--- src/rtl/audio_mixer.sv ---
`default_nettype none
// ============================================================================
//  Module      : audio_mixer
//  Description : Sound-effect mixer for the 1-bit tone generators. Detects
//                which sources are sounding from their toggles, picks one
//                by fixed priority (index 0 highest), inserts a silent gap
//                after the selected effect ends, then applies mute and an
//                8-step PWM volume before driving the speaker pin.
//
//  Ports       : clk        - system clock
//                reset      - synchronous, active-high reset
//                src_in     - square-wave tone inputs (clk domain)
//                mute       - forces audio_out low, arbitration continues
//                volume     - PWM duty in eighths (0 silent, 8..15 full)
//                audio_out  - registered speaker drive
//                sel_valid  - a source is selected (state PLAY)
//                sel_idx    - index of the selected source
//
//  Options     : AUDIO_MIXER_XOR_EN - when defined, PLAY outputs the XOR of
//                all active sources instead of only the selected one.
//
//  Revision    : 1.0 - initial release
// ============================================================================
module audio_mixer #(
    parameter int NUM_SRC     = 4,
    parameter int ACT_TIMEOUT = 400000,
    parameter int GAP_CYCLES  = 50000
) (
    input  logic                       clk,
    input  logic                       reset,
    input  logic [NUM_SRC-1:0]         src_in,
    input  logic                       mute,
    input  logic [3:0]                 volume,
    output logic                       audio_out,
    output logic                       sel_valid,
    output logic [$clog2(NUM_SRC)-1:0] sel_idx
);

    localparam int c_SEL_W = $clog2(NUM_SRC);
    localparam int c_ACT_W = $clog2(ACT_TIMEOUT + 1);
    localparam int c_GAP_W = (GAP_CYCLES > 0) ? $clog2(GAP_CYCLES + 1) : 1;

    localparam logic [c_ACT_W-1:0] c_ACT_LOAD = c_ACT_W'(ACT_TIMEOUT);
    localparam logic [c_GAP_W-1:0] c_GAP_LOAD = c_GAP_W'(GAP_CYCLES);

    localparam logic [1:0] c_IDLE = 2'd0;
    localparam logic [1:0] c_PLAY = 2'd1;
    localparam logic [1:0] c_GAP  = 2'd2;

    logic [NUM_SRC-1:0] r_src_q;
    logic               r_primed;
    logic [1:0]         r_state;
    logic [c_GAP_W-1:0] r_gap_cnt;
    logic [2:0]         r_pwm_cnt;
    logic               r_audio;
    logic               r_sel_valid;
    logic [c_SEL_W-1:0] r_sel_idx;

    logic [NUM_SRC-1:0] w_tog;
    logic [NUM_SRC-1:0] w_active;
    logic [c_SEL_W-1:0] w_best;
    logic               w_none;
    logic [1:0]         w_state_nxt;
    logic [c_SEL_W-1:0] w_sel_nxt;
    logic [c_GAP_W-1:0] w_gap_nxt;
    logic               w_pwm_on;
    logic               w_tone;
    logic               w_audio_nxt;

    // src_q is cleared by reset, so the first edge after reset would see a
    // false toggle on any input that happens to sit high. r_primed masks
    // that one edge so a stuck-high line cannot reselect a source.
    assign w_tog = (src_in ^ r_src_q) & {NUM_SRC{r_primed}};

    // Per-source activity timer: reloaded on every toggle, saturates at 0.
    genvar gi;
    generate
        for (gi = 0; gi < NUM_SRC; gi++) begin : g_act
            logic [c_ACT_W-1:0] r_act_cnt;

            always_ff @(posedge clk) begin
                if (reset) begin
                    r_act_cnt <= '0;
                end else if (w_tog[gi]) begin
                    r_act_cnt <= c_ACT_LOAD;
                end else if (r_act_cnt != '0) begin
                    r_act_cnt <= r_act_cnt - c_ACT_W'(1);
                end
            end

            assign w_active[gi] = (r_act_cnt != '0);
        end
    endgenerate

    // Lowest active index wins; scanning downward lets the last hit stand.
    always_comb begin
        w_best = '0;
        for (int i = NUM_SRC - 1; i >= 0; i--) begin
            if (w_active[i]) begin
                w_best = c_SEL_W'(i);
            end
        end
    end

    assign w_none = ~|w_active;

    // Arbitration. A dying selected source takes precedence over any
    // preemption on the same edge, so the gap is always honoured.
    always_comb begin
        w_state_nxt = r_state;
        w_sel_nxt   = r_sel_idx;
        w_gap_nxt   = r_gap_cnt;
        case (r_state)
            c_IDLE: begin
                if (!w_none) begin
                    w_state_nxt = c_PLAY;
                    w_sel_nxt   = w_best;
                end
            end
            c_PLAY: begin
                if (!w_active[r_sel_idx]) begin
                    if (GAP_CYCLES == 0) begin
                        // No gap configured: behave as IDLE on this edge.
                        if (w_none) begin
                            w_state_nxt = c_IDLE;
                        end else begin
                            w_sel_nxt = w_best;
                        end
                    end else begin
                        w_state_nxt = c_GAP;
                        w_gap_nxt   = c_GAP_LOAD;
                    end
                end else if (w_best < r_sel_idx) begin
                    w_sel_nxt = w_best;
                end
            end
            c_GAP: begin
                w_gap_nxt = r_gap_cnt - c_GAP_W'(1);
                if (r_gap_cnt <= c_GAP_W'(1)) begin
                    w_state_nxt = c_IDLE;
                end
            end
            default: begin
                w_state_nxt = c_IDLE;
            end
        endcase
    end

    assign w_pwm_on = ({1'b0, r_pwm_cnt} < volume);

`ifdef AUDIO_MIXER_XOR_EN
    // Overlapping effects are mixed; selection still gates PLAY.
    assign w_tone = ^(r_src_q & w_active);
`else
    assign w_tone = r_src_q[r_sel_idx];
`endif

    assign w_audio_nxt = (r_state == c_PLAY) & w_tone & w_pwm_on & ~mute;

    always_ff @(posedge clk) begin
        if (reset) begin
            r_src_q     <= '0;
            r_primed    <= 1'b0;
            r_state     <= c_IDLE;
            r_gap_cnt   <= '0;
            r_pwm_cnt   <= 3'd0;
            r_audio     <= 1'b0;
            r_sel_valid <= 1'b0;
            r_sel_idx   <= '0;
        end else begin
            r_src_q     <= src_in;
            r_primed    <= 1'b1;
            r_state     <= w_state_nxt;
            r_gap_cnt   <= w_gap_nxt;
            r_pwm_cnt   <= r_pwm_cnt + 3'd1;
            r_audio     <= w_audio_nxt;
            r_sel_valid <= (w_state_nxt == c_PLAY);
            r_sel_idx   <= w_sel_nxt;
        end
    end

    assign audio_out = r_audio;
    assign sel_valid = r_sel_valid;
    assign sel_idx   = r_sel_idx;

endmodule
`default_nettype wire
--- config.mk ---
export PLATFORM = sky130hd
export DESIGN_NAME = audio_mixer
export DESIGN_NICKNAME = d
export VERILOG_FILES = /design/src/rtl/audio_mixer.sv
export SDC_FILE = /design/constraint.sdc
export NUM_CORES = 1
export LEC_CHECK = 0
export CORE_ASPECT_RATIO = 1.75
export CORE_MARGIN = 8
export CORE_UTILIZATION = 50
export DETAILED_ROUTE_END_ITERATION = 10
export PLACE_DENSITY = 0.74
export SYNTH_ARGS = -nofsm -noshare
export SYNTH_HDL_FRONTEND = slang
export SYNTH_SLANG_ARGS = --single-unit
export TNS_END_PERCENT = 30
--- constraint.sdc ---
create_clock -name clk -period 2.54 [get_ports clk]
set_input_delay 0.254 -clock clk [delete_from_list [all_inputs] [get_ports clk]]
set_output_delay 0.254 -clock clk [all_outputs]
set_load 0.1 [all_outputs]
==> flow_summary_export.csv, run 1 <==
group,metric,value,unit
detailed_routing,wire_per_inst,14.11,um
grt,grt_first_pass_wirelength,17.68,mm
detailed_routing,drt_first_pass_iters,4,
grt,antenna_found_initial,0,
timing,skew,6.114,ps
clock_network,clk-insertion-delay-late,350,ps
clock_network,cts_num_sinks,106,
clock_network,cts_tree,"built",
floorplan,start_util,0.5133,
run,cap_violations,0,
floorplan,die_w,90.30,um
floorplan,io_pins,15,
grt,grtUsageTotal,0.1613,
power,power_density,1356,nW/um2
timing,max_freq,370.7,MHz
synth,ys_seq_elements,106,
clock_network,cts_buffers,9,
detailed_routing,drt_iter0_markers,191,
cells_and_area,diodes,0,
place,dpl.cell_count,718,
synth,synth_top_area_cell,"dfxtp_1",
place,place_ws,-199.5,ps
grt,grt_pass1_vias,4091,
timing,period_minus_slack,2698,ps
clock_network,h-tree-depth,3,
worst_hold_path,hold_path_class,"register to register",
grt,grt_use_met1,0.1619,
setup_path,crit_arrival,2940,ps
outcome,violations,"negative setup slack",
synth,syn_area_per_cell,8.765,um2
cells_and_area,nets,634,
synth,syn_nets,574,
floorplan,core,9409,um2
clock_network,clockBufferDepth,2,
setup_path,required,2780,ps
floorplan,floorplan.die_area,13180,um2
timing,finalHoldViolCount,0,
clock_network,path_clk_slew,70,ps
timing,slew_headroom,0.5711,
outcome,status,"finished, violations left",
setup_path,critPathKind,"register to register",
synth,yosys-top-cells-area,"dfxtp_1 44%, xnor2_1 8.2%, xor2_1 5.6%, nor2_1 5.6%, a21oi_1 4.8%",
detailed_routing,drc,0,
synth,syn_inst,551,
power,p_leak,2.320,nW
detailed_routing,viasPerCell,5.424,
floorplan,die_h,146.0,um
cells_and_area,synthToLayoutAreaGrowth,20.26,%
detailed_routing,totalWireLength,10.41,mm
clock_network,cts_hold_buf,0,
clock_network,clock-root-buffer,"clkbuf_16",
setup_path,crit_path_end_kind,"register",
grt,overflow,0,
synth,ys_types,43,
place,dp_hpwl,7.356,mm
timing,fin_ws,-157.9,ps
timing,tightest_slew,639.4,ps
place,place_congestion,0.8719,
timing,finalSetupViolCount,12,
power,ir_drop,0.7315,mV
timing,rsz0062_at_grt,"true",
synth,yosys.area.top_type_share,0.4394,
grt,grt_start_max_net_pins,47,
synth,seq_area_frac_synth,0.4394,
timing,slew_violations,0,
timing,fin_crit_sh,1.062,
detailed_routing,antenna_left,0,
setup_path,crit_fanout,3,
grt,top_usage_layer,"met2",
detailed_routing,via_count,4003,
cells_and_area,drive_above_1_share,0.1656,
synth,syn-cell-area,4830,um2
setup_path,crit_path_start_kind,"register",
floorplan,rows,47,
cells_and_area,layout.cells.non_filler,738,
place,port_buffers,14,
grt,grt_use_met3,0.04466,
grt,use_met2,0.2920,
synth,yosys_warnings,0,
## logic make-up (layout without fill, tap and decap cells)
logic type               count (synthesis)  count (layout)  synth area share
AO/OA/AOI/OAI                           73              73           0.08523
XOR/XNOR                                76              76            0.1378
adder cells (fa/ha/maj)                 12              12           0.03109
buffers and inverters                   31              96           0.02513
flip-flops                             106             106            0.4394
multiplexers                             5               5           0.01580
AND/OR/NAND/NOR                        248             248            0.2655
## power by group
part | total, mW | switching, mW | internal [mW]
clock | 1.29 | 0.603 | 0.686
combinational | 3.97 | 2.00 | 1.97
sequential | 2.62 | 0.429 | 2.19
total | 7.88 | 3.03 | 4.85
## placed cells by master (no fill, tap or decap), types with 3 or more instances in the layout
cell / Yosys / routed
dfxtp_1: 106 / 103
clkbuf_16: 0 / 9
or4_4: 2 / 4
nand2_1: 33 / 33
o21ai_0: 11 / 11
nor2b_1: 11 / 11
xnor2_1: 45 / 45
inv_1: 16 / 14
nor4_1: 15 / 13
nor3b_1: 4 / 3
dfxtp_2: 0 / 3
clkdlybuf4s50_1: 0 / 10
nor2_1: 72 / 72
and3_1: 5 / 5
or3_1: 18 / 17
ha_1: 12 / 10
a21oi_1: 46 / 46
xor2_1: 31 / 31
nand4_1: 6 / 6
nand2b_1: 4 / 4
buf_4: 1 / 53
nor3_1: 33 / 33
nand3_1: 15 / 15
or2_2: 8 / 8
clkinv_2: 0 / 3
a211oi_1: 4 / 4
or4_1: 11 / 9
## synth_stat cells (all sizes together)
cell    count
dfxtp     106
nor2       72
a21oi      46
xnor2      45
nor3       35
nand2      33
xor2       31
or3        18
inv        16
nand3      15
nor4       15
clkbuf     13
or4        13
ha         12
nor2b      11
o21ai      11
or2         8
nand4       6
and3        5
a211oi      4
nand2b      4
nor3b       4
a31oi       3
nand3b      3
o31ai       3
and2        2
buf         2
mux2i       2
mux4        2
nor4b       2
o31a        2
a21o        1
mux2        1
nand4b      1
o211ai      1
o311ai      1
o41ai       1
or3b        1
## final cells by class
cell class / count / area [um2]
Multi-Input combinational cell: 414 / 2679
Tap cell: 122 / 152.6
Timing Repair Buffer: 64 / 518.0
Fill cell: 799 / 3601
Clock inverter: 5 / 30.03
Inverter: 16 / 60.06
Sequential cell: 106 / 2126
Clock buffer: 11 / 242.7
## state kept, by name (all words and copies together) (netlist names)
name,cells
r_pwm_cnt,3
r_state,2
sel_idx,2
r_primed,1
g_act.r_act_cnt,76
r_gap_cnt,16
r_src_q,4
audio_out,1
sel_valid,1
## path summary, 6_finish.rpt
path                                      start                      end  slack (ps)  cells after the start
max          g_act[1].r_act_cnt[7]$_SDFFE_PP0P_  sel_idx[1]$_SDFFE_PP0P_        -160                     10
min                     r_pwm_cnt[0]$_SDFF_PP0_  r_pwm_cnt[0]$_SDFF_PP0_         440                      1
max reg2reg  g_act[1].r_act_cnt[7]$_SDFFE_PP0P_  sel_idx[1]$_SDFFE_PP0P_        -160                     10
min reg2reg             r_pwm_cnt[0]$_SDFF_PP0_  r_pwm_cnt[0]$_SDFF_PP0_         440                      1
## worst max-delay path, cell delays in order, from the launching register on
cell and delay (ps):
dfxtp_2 320, or4_4 550, or4_4 560, nor3_4 150, nand2_1 90, nor2_1 130, ha_2 190, nand3b_1 100
a21oi_1 50, o31a_1 310, mux2i_1 130
## metrics by stage
stage	hold slack (ps)	TNS [ps]	area, um2	utilization	power (mW)
after floorplan	382.2	-296.2	4832	-	5.166
after global placement	432.7	-159.0	5411	0.5751	6.200
after detailed placement	434.2	-515.3	5411	0.5751	6.334
after CTS	451.1	-400.8	5707	0.6065	7.710
after global routing	463.3	-1434	5808	0.6173	8.475
final	442.6	-520.7	5808	0.6173	7.878
## routing by layer
layer	vias to the layer above	share of wire
met3	16	0.033
li1	2029	-
met1	1903	0.40
met5	-	0
met4	0	0.027
met2	55	0.54
## timing repair
item                                    4_1_cts  5_1_grt
setup buffers                                 1        3
pin swaps                                     2        5
gates resized for setup                       2       18
endpoints found under the setup margin        9       32
Note: power is estimated with default switching activity, not from simulation.
==> run 2: changes to the inputs <==
--- a/config.mk
+++ b/config.mk
@@ -5,11 +5,13 @@
 export SDC_FILE = /design/constraint.sdc
 export NUM_CORES = 1
 export LEC_CHECK = 0
+export CELL_PAD_IN_SITES_DETAIL_PLACEMENT = 1
+export CELL_PAD_IN_SITES_GLOBAL_PLACEMENT = 2
 export CORE_ASPECT_RATIO = 1.75
 export CORE_MARGIN = 8
-export CORE_UTILIZATION = 50
+export CORE_UTILIZATION = 38
 export DETAILED_ROUTE_END_ITERATION = 10
-export PLACE_DENSITY = 0.74
+export PLACE_DENSITY = 0.82
 export SYNTH_ARGS = -nofsm -noshare
 export SYNTH_HDL_FRONTEND = slang
 export SYNTH_SLANG_ARGS = --single-unit
==> constraint.sdc (replaced) <==
create_clock -name clk -period 3 [get_ports clk]
set_input_delay 0.3 -clock clk [delete_from_list [all_inputs] [get_ports clk]]
set_output_delay 0.3 -clock clk [all_outputs]
set_load 0.1 [all_outputs]
==> run 2 against run 1 <==
  * The run now ends clean
  * First-iteration DRC count is 48% lower
  * Utilization fell by 17 points
  * Clock power fell by 11%
  * Non-clock buffer count shrank 36
  * Total power shrank 20%
  * Critical endpoint is now sel_idx[0]$_SDFFE_PP0P_
  * Largest power group unchanged
  * Highest routed layer unchanged
==> flow_summary_export.csv, run 2 (synthesized netlist as in run 1, its figures left out) <==
group,metric,value,unit
timing,tightest_slew,966.7,ps
detailed_routing,wire_per_inst,15.38,um
timing,fin_crit_sh,0.9467,
cells_and_area,top_regs,"g_act.r_act_cnt: 76 flops, r_gap_cnt: 16 flops, r_src_q: 4 flops",
power,p_seq_frac,0.362,
place,dp_hpwl,8.472,mm
grt,grt_first_pass_wirelength,19.74,mm
timing,slew_headroom,0.3535,
power,power.switching,2.541,mW
place,place_ws,-35.00,ps
setup_path,crit_path_end_kind,"register",
setup_path,crit_fanout,5,
run,cap_violations,0,
power,intPower,3.745,mW
grt,grtUsageTotal,0.1483,
power,power,6.286,mW
grt,overflow,0,
cells_and_area,drive_above_1_share,0.09310,
cells_and_area,nets,598,
setup_path,worst_r2r_endpoint,"sel_idx[0]$_SDFFE_PP0P_",
detailed_routing,drt_first_pass_iters,4,
clock_network,clock-root-buffer,"clkbuf_16",
grt,grt_start_max_net_pins,47,
floorplan,rows,54,
power,power_density,1135,nW/um2
power,pwr-share-clk,0.183,
setup_path,endpoint,"sel_idx[0]$_SDFFE_PP0P_",
setup_path,critPathKind,"register to register",
detailed_routing,via_count,3933,
clock_network,path_clk_slew,80,ps
power,p_comb_frac,0.455,
power,ir_drop,0.5089,mV
clock_network,cts_hold_buf,0,
timing,max_freq,352.1,MHz
clock_network,clockBufferDepth,2,
setup_path,crit_arrival,3110,ps
detailed_routing,drc,0,
cells_and_area,diodes,0,
cells_and_area,layout_common_cells,"106 x dfxtp_1, 71 x nor2_1, 46 x a21oi_1, 45 x xnor2_1",
floorplan,floorplan.die_area,16720,um2
setup_path,required,3270,ps
floorplan,core,12430,um2
timing,finalHoldViolCount,0,
grt,grt_pass1_vias,4285,
floorplan,io_pins,15,
floorplan,die_h,165.1,um
outcome,status,"finished, final reports clean",
floorplan,start_util,0.3885,
floorplan,die_w,101.2,um
cells_and_area,final_common_cell,"dfxtp_1",
cells_and_area,synthToLayoutAreaGrowth,14.64,%
worst_hold_path,hold_path_class,"input port to register",
clock_network,cts_tree,"built",
clock_network,cts_buffers,9,
clock_network,clk-insertion-delay-late,350,ps
place,port_buffers,14,
timing,finalSetupViolCount,0,
power,p_sw_frac,0.4042,
cells_and_area,top_register,"g_act.r_act_cnt",
clock_network,cts_num_sinks,106,
clock_network,h-tree-depth,3,
setup_path,critPathLaunch,"g_act[2].r_act_cnt[8]$_SDFFE_PP0P_",
setup_path,worst_r2r_path_depth,10,
timing,slew_violations,0,
power,p_leak,2.144,nW
timing,fin_ws,159.8,ps
timing,skew,11.52,ps
timing,period_minus_slack,2840,ps
cells_and_area,largest_reg_flops,76,
setup_path,rr_startpoint,"g_act[2].r_act_cnt[8]$_SDFFE_PP0P_",
detailed_routing,antenna_left,0,
detailed_routing,drt_iter0_markers,100,
setup_path,r2r_setup_slack,160,ps
place,place_congestion,0.7727,
detailed_routing,viasPerCell,5.258,
detailed_routing,totalWireLength,11.50,mm
grt,antenna_found_initial,0,
setup_path,crit_path_start_kind,"register",
-- run 2: layout make-up --
type | count | area [um2]
tap | 168 | 210.2
clock inverter | 7 | 60.06
inverter | 16 | 60.06
timing repair buffer | 28 | 235.2
clock buffer | 9 | 225.2
sequential | 106 | 2122
fill | 1515 | 6895
multi-input combinational | 414 | 2624
-- run 2: what timing repair did --
item / 4_1_cts / 5_1_grt
buffers inserted: 0 / 1
resized for setup: 1 / 6
pin swaps: 0 / 3
setup endpoints to repair: 10 / 9
-- run 2: worst min-delay path by stage --
stage / end / startpoint / cells after the start / slack (ps)
2_1_floorplan: r_pwm_cnt[0]$_SDFF_PP0_ / r_pwm_cnt[0]$_SDFF_PP0_ / 1 / 410
3_3_place_gp: r_pwm_cnt[0]$_SDFF_PP0_ / r_pwm_cnt[0]$_SDFF_PP0_ / 1 / 420
3_5_place_dp: r_pwm_cnt[0]$_SDFF_PP0_ / r_pwm_cnt[0]$_SDFF_PP0_ / 1 / 440
4_1_cts: r_primed$_DFF_P_ / reset / 2 / 370
5_1_grt: r_primed$_DFF_P_ / reset / 2 / 370
6_report: r_primed$_DFF_P_ / reset / 2 / 350
-- run 2: power groups by stage --
stage / Sequential, mW / Combinational [mW] / Clock [mW]
after floorplan: 2.22 / 2.15 / 0
after global placement: 2.27 / 2.72 / 0
after detailed placement: 2.30 / 2.80 / 0
after CTS: 2.28 / 2.84 / 1.19
after global routing: 2.34 / 3.22 / 1.24
final: 2.28 / 2.86 / 1.15
-- run 2: through the flow --
stage	TNS [ps]	instances	instance area, um2	hold WS (ps)	utilization
after floorplan	0	551	4830	412.4	-
after global placement	0	731	5206	424.6	0.4188
after detailed placement	-44.63	731	5206	438.9	0.4188
after CTS	0	747	5500	374.4	0.4424
after global routing	-54.06	748	5537	372.0	0.4454
final	0	748	5537	354.5	0.4454
-- run 2: critical path: stages (launching register included) --
cell      delay (ps)
dfxtp_1          360
or4_1            640
nor4_2           390
nand3_1          170
nor2_1           240
nor2_2            80
ha_1             210
nand3b_1         170
a21oi_1          130
o31a_1           190
mux2i_1          190
-- run 2: per-layer routing --
metal  part of all wire  GRT usage  wire, um  vias to the layer above
met1               0.39     0.1404      4473                     1951
met4              0.015    0.05249       174                        0
met3              0.014    0.02687       165                       13
met2               0.58     0.3010      6689                       20
li1                   -          -         -                     1949
met5                  0          0         0                        -
==> run 3: changes to the inputs <==
--- a/config.mk
+++ b/config.mk
@@ -15,4 +15,4 @@
 export SYNTH_ARGS = -nofsm -noshare
 export SYNTH_HDL_FRONTEND = slang
 export SYNTH_SLANG_ARGS = --single-unit
-export TNS_END_PERCENT = 30
+export TNS_END_PERCENT = 10
==> results of run 3 <==
The final DEF is identical to that of run 2; final timing and power are the same.
